`src/rtl/mul_pkg.sv`:
```
// Shared definitions for the sequential shift-add multiplier:
// operand width, counter width and FSM state encoding.
package mul_pkg;

  localparam int MUL_WIDTH = 16;
  localparam int MUL_CNT_W = $clog2(MUL_WIDTH);

  typedef enum logic [1:0] {
    IDLE = 2'd0,
    RUN  = 2'd1,
    DONE = 2'd2
  } mul_state_t;

endpackage

```
`src/rtl/seq_multiplier.sv`:
```
// Iterative shift-add unsigned multiplier, WIDTH x WIDTH -> 2*WIDTH.
// Optional early termination on exhausted multiplier bits: SEQ_MUL_EARLY_TERM_EN.
//
// Handshake: start is accepted on any rising edge where the FSM is in IDLE or
// DONE (start high there is the request; no ready signal, busy marks the window
// where start is ignored). done pulses for one cycle once mulresult holds the
// product; mulresult then stays stable until the next accepted operation ends.
module seq_multiplier
  import mul_pkg::*;
#(
  parameter int WIDTH = MUL_WIDTH
) (
  input  logic                 clk,
  input  logic                 rst,
  input  logic                 start,
  input  logic [WIDTH-1:0]     mul1,
  input  logic [WIDTH-1:0]     mul2,
  output logic [2*WIDTH-1:0]   mulresult,
  output logic                 busy,
  output logic                 done
);

  localparam int CNT_W = (WIDTH == MUL_WIDTH) ? MUL_CNT_W :
                         ((WIDTH > 1) ? $clog2(WIDTH) : 1);

  mul_state_t           state;
  mul_state_t           next_state;
  logic [2*WIDTH-1:0]   acc;
  logic [2*WIDTH-1:0]   a_sh;
  logic [WIDTH-1:0]     b_sh;
  logic [CNT_W-1:0]     count;
  logic [2*WIDTH-1:0]   acc_upd;
  logic                 run_last;
  logic                 accept;

  assign acc_upd = b_sh[0] ? (acc + a_sh) : acc;

`ifdef SEQ_MUL_EARLY_TERM_EN
  // Stop as soon as no multiplier bits remain after this edge's shift.
  assign run_last = (count == CNT_W'(WIDTH - 1)) || ((b_sh >> 1) == '0);
`else
  assign run_last = (count == CNT_W'(WIDTH - 1));
`endif

  always_comb begin
    next_state = state;
    busy       = 1'b0;
    done       = 1'b0;
    accept     = 1'b0;
    case (state)
      IDLE: begin
        if (start) begin
          next_state = RUN;
          accept     = 1'b1;
        end
      end
      RUN: begin
        busy = 1'b1;
        if (run_last) next_state = DONE;
      end
      DONE: begin
        done = 1'b1;
        if (start) begin
          next_state = RUN;
          accept     = 1'b1;
        end else begin
          next_state = IDLE;
        end
      end
      default: next_state = IDLE;
    endcase
  end

  always_ff @(posedge clk) begin
    if (rst) begin
      state <= IDLE;
    end else begin
      state <= next_state;
    end
  end

  // Datapath: operands are captured only on the accepting edge.
  always_ff @(posedge clk) begin
    if (rst) begin
      acc       <= '0;
      a_sh      <= '0;
      b_sh      <= '0;
      count     <= '0;
      mulresult <= '0;
    end else if (accept) begin
      acc   <= '0;
      a_sh  <= {{WIDTH{1'b0}}, mul1};
      b_sh  <= mul2;
      count <= '0;
    end else if (state == RUN) begin
      acc   <= acc_upd;
      a_sh  <= a_sh << 1;
      b_sh  <= b_sh >> 1;
      count <= count + CNT_W'(1);
      if (run_last) mulresult <= acc_upd;
    end
  end

endmodule

```
`config.mk`:
```
export PLATFORM = sky130hd
export DESIGN_NAME = seq_multiplier
export DESIGN_NICKNAME = d
export VERILOG_FILES = /design/src/rtl/mul_pkg.sv /design/src/rtl/seq_multiplier.sv
export SDC_FILE = /design/constraint.sdc
export NUM_CORES = 1
export LEC_CHECK = 0
export CAP_MARGIN = 20
export CELL_PAD_IN_SITES_DETAIL_PLACEMENT = 1
export CELL_PAD_IN_SITES_GLOBAL_PLACEMENT = 2
export CORE_MARGIN = 8
export CORE_UTILIZATION = 41
export DETAILED_ROUTE_END_ITERATION = 8
export DONT_BUFFER_PORTS = 1
export PLACE_DENSITY = 0.95
export SETUP_SLACK_MARGIN = 0.05
export SYNTH_ARGS = -nofsm -noshare
export SYNTH_HDL_FRONTEND = slang
export SYNTH_SLANG_ARGS = --single-unit
```
`constraint.sdc`:
```
create_clock -name clk -period 4 [get_ports clk]
set_input_delay 0.6 -clock clk [delete_from_list [all_inputs] [get_ports clk]]
set_output_delay 0.6 -clock clk [all_outputs]
set_load 0.01 [all_outputs]
```
==> results.sh <==
export IMPL_overflow=0
export IMPL_worst_slew_pin_slew_ns=0.9481
export IMPL_drive_gt1_frac=0.07087
export IMPL_start_util=0.4139
export IMPL_final_period_utilization=0.7875
export IMPL_whs_ns=0.2489
export IMPL_wl_per_cell_um=19.41
export IMPL_antenna_found_initial=1
export IMPL_power_total_mw=3.172
export IMPL_synthCells=775
export IMPL_dieArea_mm2=0.01931
export IMPL_track_usage=0.1949
export IMPL_grt_max_degree=69
export IMPL_ys_flop_type="dfxtp_1"
export IMPL_setup_viol=0
export IMPL_vdd_drop_max_uv=294.3
export IMPL_portBuffers=0
export IMPL_cts_resized=0
export IMPL_die_w_um=139.0
export IMPL_hold_class="input pin to register"
export IMPL_post_cts_setup_buffer_count=0
export IMPL_syn_nets=843
export IMPL_hold_buffers=0
export IMPL_ys_seq_elements=118
export IMPL_fmax_mhz=317.5
export IMPL_nets=818
export IMPL_cts_buffers=17
export IMPL_worstPathRequired_ns=4.34
export IMPL_hpwl_mm=13.09
export IMPL_grt_first_pass_wirelength_mm=30.68
export IMPL_cts_max_level=4
export IMPL_crit_path_start_kind="register"
export IMPL_fin_skew_ns=0.008161
export IMPL_power_leakage_nw=2.681
export IMPL_path_clk_slew_ns=0.06
export IMPL_drv_cap=0
export IMPL_cp_arrival_ns=3.49
export IMPL_yosys_cell_types_count=55
export IMPL_crit_type="register to register"
export IMPL_pin_count=69
export IMPL_min_delay_path_depth=1
export IMPL_ys_warn_count=0
export IMPL_cts_root_buffer="clkbuf_16"
export IMPL_synth_top_area_share=0.3811
export IMPL_synth_area_leaders="dfxtp_1 (38%), nor2_1 (6.6%), ha_1 (6.5%)"
export IMPL_hold_violations=0
export IMPL_synthArstFlopShare=0
export IMPL_core_mm2=0.01498
export IMPL_maxSlewHeadroom=0.3664
export IMPL_critPathCaptureType="register"
export IMPL_fin_tns_setup_ns=0
export IMPL_die_height_um=139.0
export IMPL_power_density_mw_per_mm2=458.4
export IMPL_worstSkewPairLatency_ns=0.43
export IMPL_grt_pass1_vias=6027
export IMPL_cts_sinks=118
export IMPL_reg2reg_depth=11
export IMPL_drc=0
export IMPL_routed_wl_mm=18.46
export IMPL_num_vias=5621
export IMPL_drtIter0Drc=268
export IMPL_crit_fanout=5
export IMPL_fin_crit_ns=3.150
export IMPL_ys_seq_area_frac=0.3811
export IMPL_dr_pass1_iters=4
export IMPL_yosysTopAreaCell="dfxtp_1"
export IMPL_rsz0062_at_grt="no"
export IMPL_synth_edf_count=0
export IMPL_postRouteAntennaNets=0
export IMPL_avgSynthCellArea_um2=7.998
export IMPL_routabilityCongestion=0.8815
export IMPL_areaGrowthSynthToFinish_pct=11.63
export IMPL_clk_path_buf_depth=2
export IMPL_cts_tree="built"
export IMPL_rows=45
export IMPL_outcome="complete, no violations"
export IMPL_place_inst=919
export IMPL_final_max_slew_viol_count=0
export IMPL_stdcell_count=951
export IMPL_vias_per_cell=5.911
export IMPL_synth_cell_area_mm2=0.006198
final timing paths:
path / slack (ns) / start / endpoint
max: 0.85 / acc[0] / mulresult[30]
min reg2reg: 0.48 / b_sh[15] / b_sh[14]
max reg2reg: 0.85 / acc[0] / mulresult[30]
min: 0.25 / rst / b_sh[0]
cells in the final DEF (no fill, tap or decap), types with 6 or more instances in the layout:
cell | netlist | layout
dfxtp_1 | 118 | 117
buf_4 | 0 | 8
o21ai_0 | 14 | 14
nand3_1 | 13 | 13
and3_1 | 10 | 10
mux2i_1 | 21 | 21
nor3_1 | 41 | 41
nand4_1 | 6 | 6
ha_1 | 32 | 32
o22ai_1 | 29 | 29
xnor2_1 | 15 | 15
inv_1 | 9 | 9
nand2_1 | 94 | 94
a21o_1 | 22 | 22
a21oi_1 | 68 | 68
clkbuf_16 | 0 | 17
xor2_1 | 13 | 13
nor2_1 | 109 | 108
a211oi_1 | 38 | 38
metal layers:
layer  GRT usage  part of all wire
met1      0.2201              0.43
met3     0.05818             0.052
met2      0.3418              0.50
met4     0.06932             0.021
met5           0                 0
sequential cells by signal, indices dropped and copies added, names as in the netlist:
signal,cells
a_sh,32
acc,32
mulresult,32
b_sh,16
count,4
state,2
cell families after synthesis:
kind of cell | count (synthesis) | synth area share
compound gates | 210 | 0.2212
xor+xnor | 28 | 0.03956
fa+ha+maj | 33 | 0.06782
buf+inv | 61 | 0.03754
flops | 118 | 0.3811
mux | 22 | 0.03573
simple gates | 303 | 0.2170
synth_stat cells, types with 4 or more instances:
cell type	n
dfxtp_1	118
nor2_1	109
nand2_1	94
a21oi_1	68
clkbuf_1	44
nor3_1	41
a211oi_1	38
ha_1	32
o22ai_1	29
a21o_1	22
mux2i_1	21
xnor2_1	15
o21ai_0	14
nand3_1	13
xor2_1	13
and3_1	10
inv_1	9
nand2b_1	6
nand4_1	6
and2_1	5
buf_1	5
nor2b_1	5
a311oi_1	4
a31oi_1	4
nor4_1	4
o21bai_1	4
area by class of cell:
class	instances	area (um2)
fill	1804	8058
tap	188	235.2
clock inverter	13	171.4
clock buffer	18	439.2
multi-input combinational	596	3613
antenna	1	2.502
inverter	9	33.78
sequential	118	2364
timing repair buffer	8	60.06
per-stage QoR:
stage	setup slack, ns	cell area (um2)	utilization
after floorplan	1.340	6198	-
after global placement	1.034	6306	0.4211
after detailed placement	0.9366	6306	0.4211
after CTS	0.8616	6917	0.4618
after global routing	0.5324	6919	0.4620
final	0.8502	6919	0.4620
worst max-delay path: stages, from the launching register on:
cell and delay (ns):
dfxtp_1 0.33, ha_1 0.23, fa_1 0.43, a211oi_1 0.40
o21ai_1 0.15, a21oi_2 0.30, o31a_1 0.27, o31a_1 0.27
o221ai_2 0.13, xor2_1 0.23, nor2_1 0.09, nor4_2 0.23
where the power goes:
part	total, mW	switching (mW)	internal, mW
logic	0.318	0.205	0.113
registers	1.26	0.0428	1.22
clock network	1.59	0.593	0.998
No activity file was read; power rests on OpenSTA's default activity.
==> variant 1, RTL diff (same flow settings) <==
Change the package constant `MUL_WIDTH` from 16 to 8.
--- a/src/rtl/mul_pkg.sv
+++ b/src/rtl/mul_pkg.sv
@@ -3,5 +3,5 @@
 package mul_pkg;
 
-  localparam int MUL_WIDTH = 16;
+  localparam int MUL_WIDTH = 8;
   localparam int MUL_CNT_W = $clog2(MUL_WIDTH);
 
Interface: changed (resized mul1, mul2 and mulresult); port bits go from 69 to 37. No check against the original RTL was run, so the function may have changed too.
==> variant 1 against the original RTL <==
Setup slack better by 0.55 ns. Wire length down 54%. Largest power group is now sequential cells. Largest cell class unchanged. Synthesized cell count decreased by 51%. Die area is 45% lower. Area after synthesis decreased by 50%. Sequential cell count shrank 57. Count of clock-buffer cells in the layout is 9 lower. Total power is 61% lower. Design area fell by 52%.
==> variant 1: results (changes against the original RTL) <==
status:
  status: "finished clean"  # unchanged
timing:
  setup_ws_ns: 1.40  # was 0.850 ns
  skew_ns: 0.0108  # was 0.00816 ns
  tightest_slew_ns: 1.03  # was 0.948 ns
clock_network:
  clk_pin_slew_ns: 0.08  # was 0.06 ns
  clk_latency_ns: 0.34  # was 0.43 ns
  cts-buffers-inserted: 9  # was 17
  cts.root.buffer_cell: "clkbuf_8"  # was clkbuf_16
  htreeDepth: 3  # was 4
layout:
  nFillCells: 917  # was 1,804
  final_nets: 408  # was 818
  n_antenna_cell: 0  # was 1
  seq_area_um2: 1220  # was 2360 µm²
  reg.largest.list: "a_sh (16), acc (16), mulresult (16)"  # was a_sh (32), acc (32), mulresult (32)
  drive_gt1_share_pct: 7.45  # was 7.09%
grt:
  grt_max_degree: 37  # was 69
  use_met2_pct: 28.1  # was 34.2%
  grt_pass1_wl_mm: 13.5  # was 30.7 mm
  grtUsageTotal_pct: 16.7  # was 19.5%
  grt_use_met1_pct: 20.0  # was 22.0%
  first_global_vias: 2736  # was 6,027
  antenna_found_initial: 0  # was 1
logic_synthesis:
  syn_nets: 416  # was 843
  synth_cell_types: 46  # was 55
  yosysSeqAreaShare_pct: 39.6  # was 38.1%
  syn_area_per_cell_um2: 8.14  # was 8.00 µm²
  muxShareOfSynthArea_pct: 2.27  # was 3.57%
  synth.area.top_cells: "dfxtp_1 40%, a21oi_1 8.9%, nand2_1 7.7%"  # was dfxtp_1 38%, nor2_1 6.6%, ha_1 6.5%
  synthAdderAreaFrac_pct: 7.54  # was 6.78%
  synth_xor_area_share_pct: 3.40  # was 3.96%
  synth-compound-area-share_pct: 24.7  # was 22.1%
  synthTopCellsByCount: "63 x nand2_1, 61 x dfxtp_1, 55 x a21oi_1, 41 x nor2_1, 18 x a211oi_1"  # was 118 x dfxtp_1, 109 x nor2_1, 94 x nand2_1, 68 x a21oi_1, 44 x clkbuf_1
placed_design:
  place_area_um2: 3150  # was 6310 µm²
  place_hpwl_mm: 6.30  # was 13.1 mm
  gp_congestion: 0.807  # was 0.882
  post-place-ws_ns: 1.42  # was 0.937 ns
  dp_cells: 459  # was 919
routing:
  drtPass1Iterations: 4  # unchanged
  wirelength_mm: 8.43  # was 18.5 mm
  drt-initial-drc-count: 130  # was 268
  avgViaCountPerCell: 5.67  # was 5.91
worst_setup_path:
  r2r-end: "mulresult[15]"  # was mulresult[30]
  setup.worst_path.start: "state[1]"  # was acc[0]
  crit_path_max_fanout: 22  # was 5
  r2r_cells: 6  # was 11
  endpoint: "busy"  # was mulresult[30]
  worstPathArrival_ns: 2.00  # was 3.49 ns
pwr:
  p_leak_nw: 1.29  # was 2.68 nW
  ir_worst_vdd_uv: 128  # was 294 µV
  switching_share_pct: 28.8  # was 26.5%
[variant 1: critical path, cell delays in order (launching register included)]
cell and delay (ns):
dfxtp_1 0.31, nand2b_1 0.40, inv_1 0.56, buf_4 0.37
[variant 1: cells by family (layout without fill, tap and decap cells)]
family	after synthesis	in the layout
and+or+nand+nor	132	132
AOI/OAI and AO/OA	120	120
DFF	61	61
buffers and inverters	29	26
adders and majority gates	18	18
xor gates and xnor gates	12	12
muxes	7	7
[variant 1: final cells by class]
type | count | share of cell area, %
Tap cell | 99 | 3.73
Inverter | 6 | 0.678
Timing Repair Buffer | 4 | 0.905
Multi-Input combinational cell | 289 | 52.7
Clock buffer | 9 | 3.73
Clock inverter | 7 | 1.51
Sequential cell | 61 | 36.8
[variant 1: power groups by stage]
stage,registers (mW),logic [mW],clock network [mW]
after global placement,0.649,0.106,0
final,0.636,0.110,0.498
after global routing,0.638,0.122,0.541
after CTS,0.636,0.110,0.508
after floorplan,0.645,0.0908,0
after detailed placement,0.650,0.110,0
[variant 1: worst min path at each step]
stage / from / endpoint / slack (ns) / cells past startpoint
2_1_floorplan: b_sh[1] / b_sh[1] / 0.44 / 2
3_3_place_gp: b_sh[4] / b_sh[4] / 0.44 / 2
3_5_place_dp: b_sh[3] / b_sh[3] / 0.45 / 2
4_1_cts: rst / b_sh[0] / 0.31 / 1
5_1_grt: rst / b_sh[0] / 0.29 / 1
6_report: rst / b_sh[0] / 0.31 / 1
[variant 1: layer usage]
metal  vias up  routed length (µm)  part of all wire [%]
li1       1335                   -                     -
met1      1299                3810                    45
met2        47                4010                    48
met3        12                 503                   6.0
met4         0                 114                   1.4
met5         -                   0                     0
==> variant 2, RTL diff (config.mk and constraints unchanged) <==
Without the edit above. The 3 states of `mul_state_t` get a one-hot encoding in 3 bits.
--- a/src/rtl/mul_pkg.sv
+++ b/src/rtl/mul_pkg.sv
@@ -6,8 +6,8 @@
   localparam int MUL_CNT_W = $clog2(MUL_WIDTH);
 
-  typedef enum logic [1:0] {
-    IDLE = 2'd0,
-    RUN  = 2'd1,
-    DONE = 2'd2
+  typedef enum logic [2:0] {
+    IDLE = 3'b001,
+    RUN  = 3'b010,
+    DONE = 3'b100
   } mul_state_t;
 
Behaviour: no difference found for any inputs over 10 cycles, from zero or initial values and one cycle with rst high; not proved beyond that.
==> variant 2 against the original RTL <==
Non-clock buffer count increased by 4. Count of clock-buffer cells in the layout grew 1. Core utilization grew 0.39 points. Total power is 7.8% lower. Clock power decreased by 4%. Area after synthesis increased by 3.2%. Final cell count grew 3.5%. Global-route usage up 1.3 points. Sequential cell count is 1 higher. Design area grew 2.4%. Wire length rose by 10%. Setup slack gained 0.11 ns. Largest cell class unchanged. Largest power group unchanged.
==> variant 2: results (changes against the original RTL) <==
status:
  status: "finished clean"  # unchanged
layout:
  multi_input_area_um2: 3740  # was 3610 µm²
  n_antenna_cell: 0  # was 1
  drive_gt1_share_pct: 7.04  # was 7.09%
  nFillCells: 1851  # was 1,804
  reg.largest.list: "a_sh (32), acc (32), mulresult (32)"  # unchanged
  final_nets: 851  # was 818
logic_synthesis:
  synthTopCellsByCount: "143 x nand2_1, 126 x a21oi_1, 119 x dfxtp_1, 62 x nor2_1, 40 x clkbuf_1"  # was 118 x dfxtp_1, 109 x nor2_1, 94 x nand2_1, 68 x a21oi_1, 44 x clkbuf_1
  synth-compound-area-share_pct: 27.0  # was 22.1%
  synthCells: 808  # was 775
  synth.area.top_cells: "dfxtp_1 37%, a21oi_1 9.9%, nand2_1 8.4%"  # was dfxtp_1 38%, nor2_1 6.6%, ha_1 6.5%
  synthAdderAreaFrac_pct: 6.57  # was 6.78%
  synth_cell_types: 59  # was 55
  syn_nets: 876  # was 843
  muxShareOfSynthArea_pct: 2.70  # was 3.57%
  yosysMostFrequentCell: "nand2_1"  # was dfxtp_1
  yosysSeqAreaShare_pct: 37.2  # was 38.1%
  synth_xor_area_share_pct: 4.38  # was 3.96%
grt:
  grt_pass1_wl_mm: 32.8  # was 30.7 mm
  grtUsageTotal_pct: 20.8  # was 19.5%
  grt_max_degree: 74  # was 69
  first_global_vias: 6101  # was 6,027
  antenna_found_initial: 0  # was 1
hold_path:
  holdPathEnd: "b_sh[3]"  # was b_sh[0]
  min_from: "rst"  # unchanged
  holdPathStages: 1  # unchanged
pwr:
  ir_worst_vdd_uv: 355  # was 294 µV
  comb_power_share_pct: 5.9  # was 10.0%
  p_sw_mw: 0.735  # was 0.841 mW
  powerSeq_mw: 1.23
  p_leak_nw: 2.57  # was 2.68 nW
  switching_share_pct: 25.1  # was 26.5%
placed_design:
  place_hpwl_mm: 14.3  # was 13.1 mm
  post-place-ws_ns: 1.01  # was 0.937 ns
  gp_congestion: 0.891  # was 0.882
  place_area_um2: 6500  # was 6310 µm²
  dp_cells: 952  # was 919
worst_setup_path:
  r2r-end: "acc[30]"  # was mulresult[30]
  crit_path_max_fanout: 4  # was 5
  r2r_cells: 10  # was 11
  reg2reg_from: "acc[0]"  # unchanged
  r2r_slack_ns: 0.96  # was 0.85 ns
  worstPathArrival_ns: 3.36  # was 3.49 ns
timing:
  skew_ns: 0.00910  # was 0.00816 ns
  whs_ns: 0.243  # was 0.249 ns
  slew_headroom_pct: 42.7  # was 36.6%
routing:
  avgViaCountPerCell: 5.97  # was 5.91
  num_vias: 5876  # was 5,621
  drt-initial-drc-count: 319  # was 268
  drtPass1Iterations: 5  # was 4
  wl_per_cell_um: 20.7  # was 19.4 µm
-- variant 2: worst max-delay path by stage --
| stage | slack (ns) | end | cells past startpoint | start |
|---|---|---|---|---|
| 2_1_floorplan | 1.28 | acc[28] | 10 | acc[0] |
| 3_3_place_gp | 1.07 | mulresult[24] | 10 | acc[0] |
| 3_5_place_dp | 1.01 | acc[30] | 10 | acc[0] |
| 4_1_cts | 0.97 | mulresult[24] | 10 | acc[0] |
| 5_1_grt | 0.78 | mulresult[19] | 9 | a_sh[1] |
| 6_report | 0.96 | acc[30] | 10 | acc[0] |
-- variant 2: metal layers --
layer,global-route usage [%],wire length (µm),vias up
met2,34.4,9720,125
met4,6.17,306,0
met1,25.4,9090,2884
li1,-,-,2842
met3,6.35,1210,25
met5,0,0,-
-- variant 2: cell type report --
class | instances | share of cell area, %
sequential | 119 | 33.6
timing repair buffer | 12 | 1.27
tap | 188 | 3.32
multi-input combinational | 620 | 52.9
clock inverter | 13 | 2.10
inverter | 13 | 0.689
clock buffer | 19 | 6.11
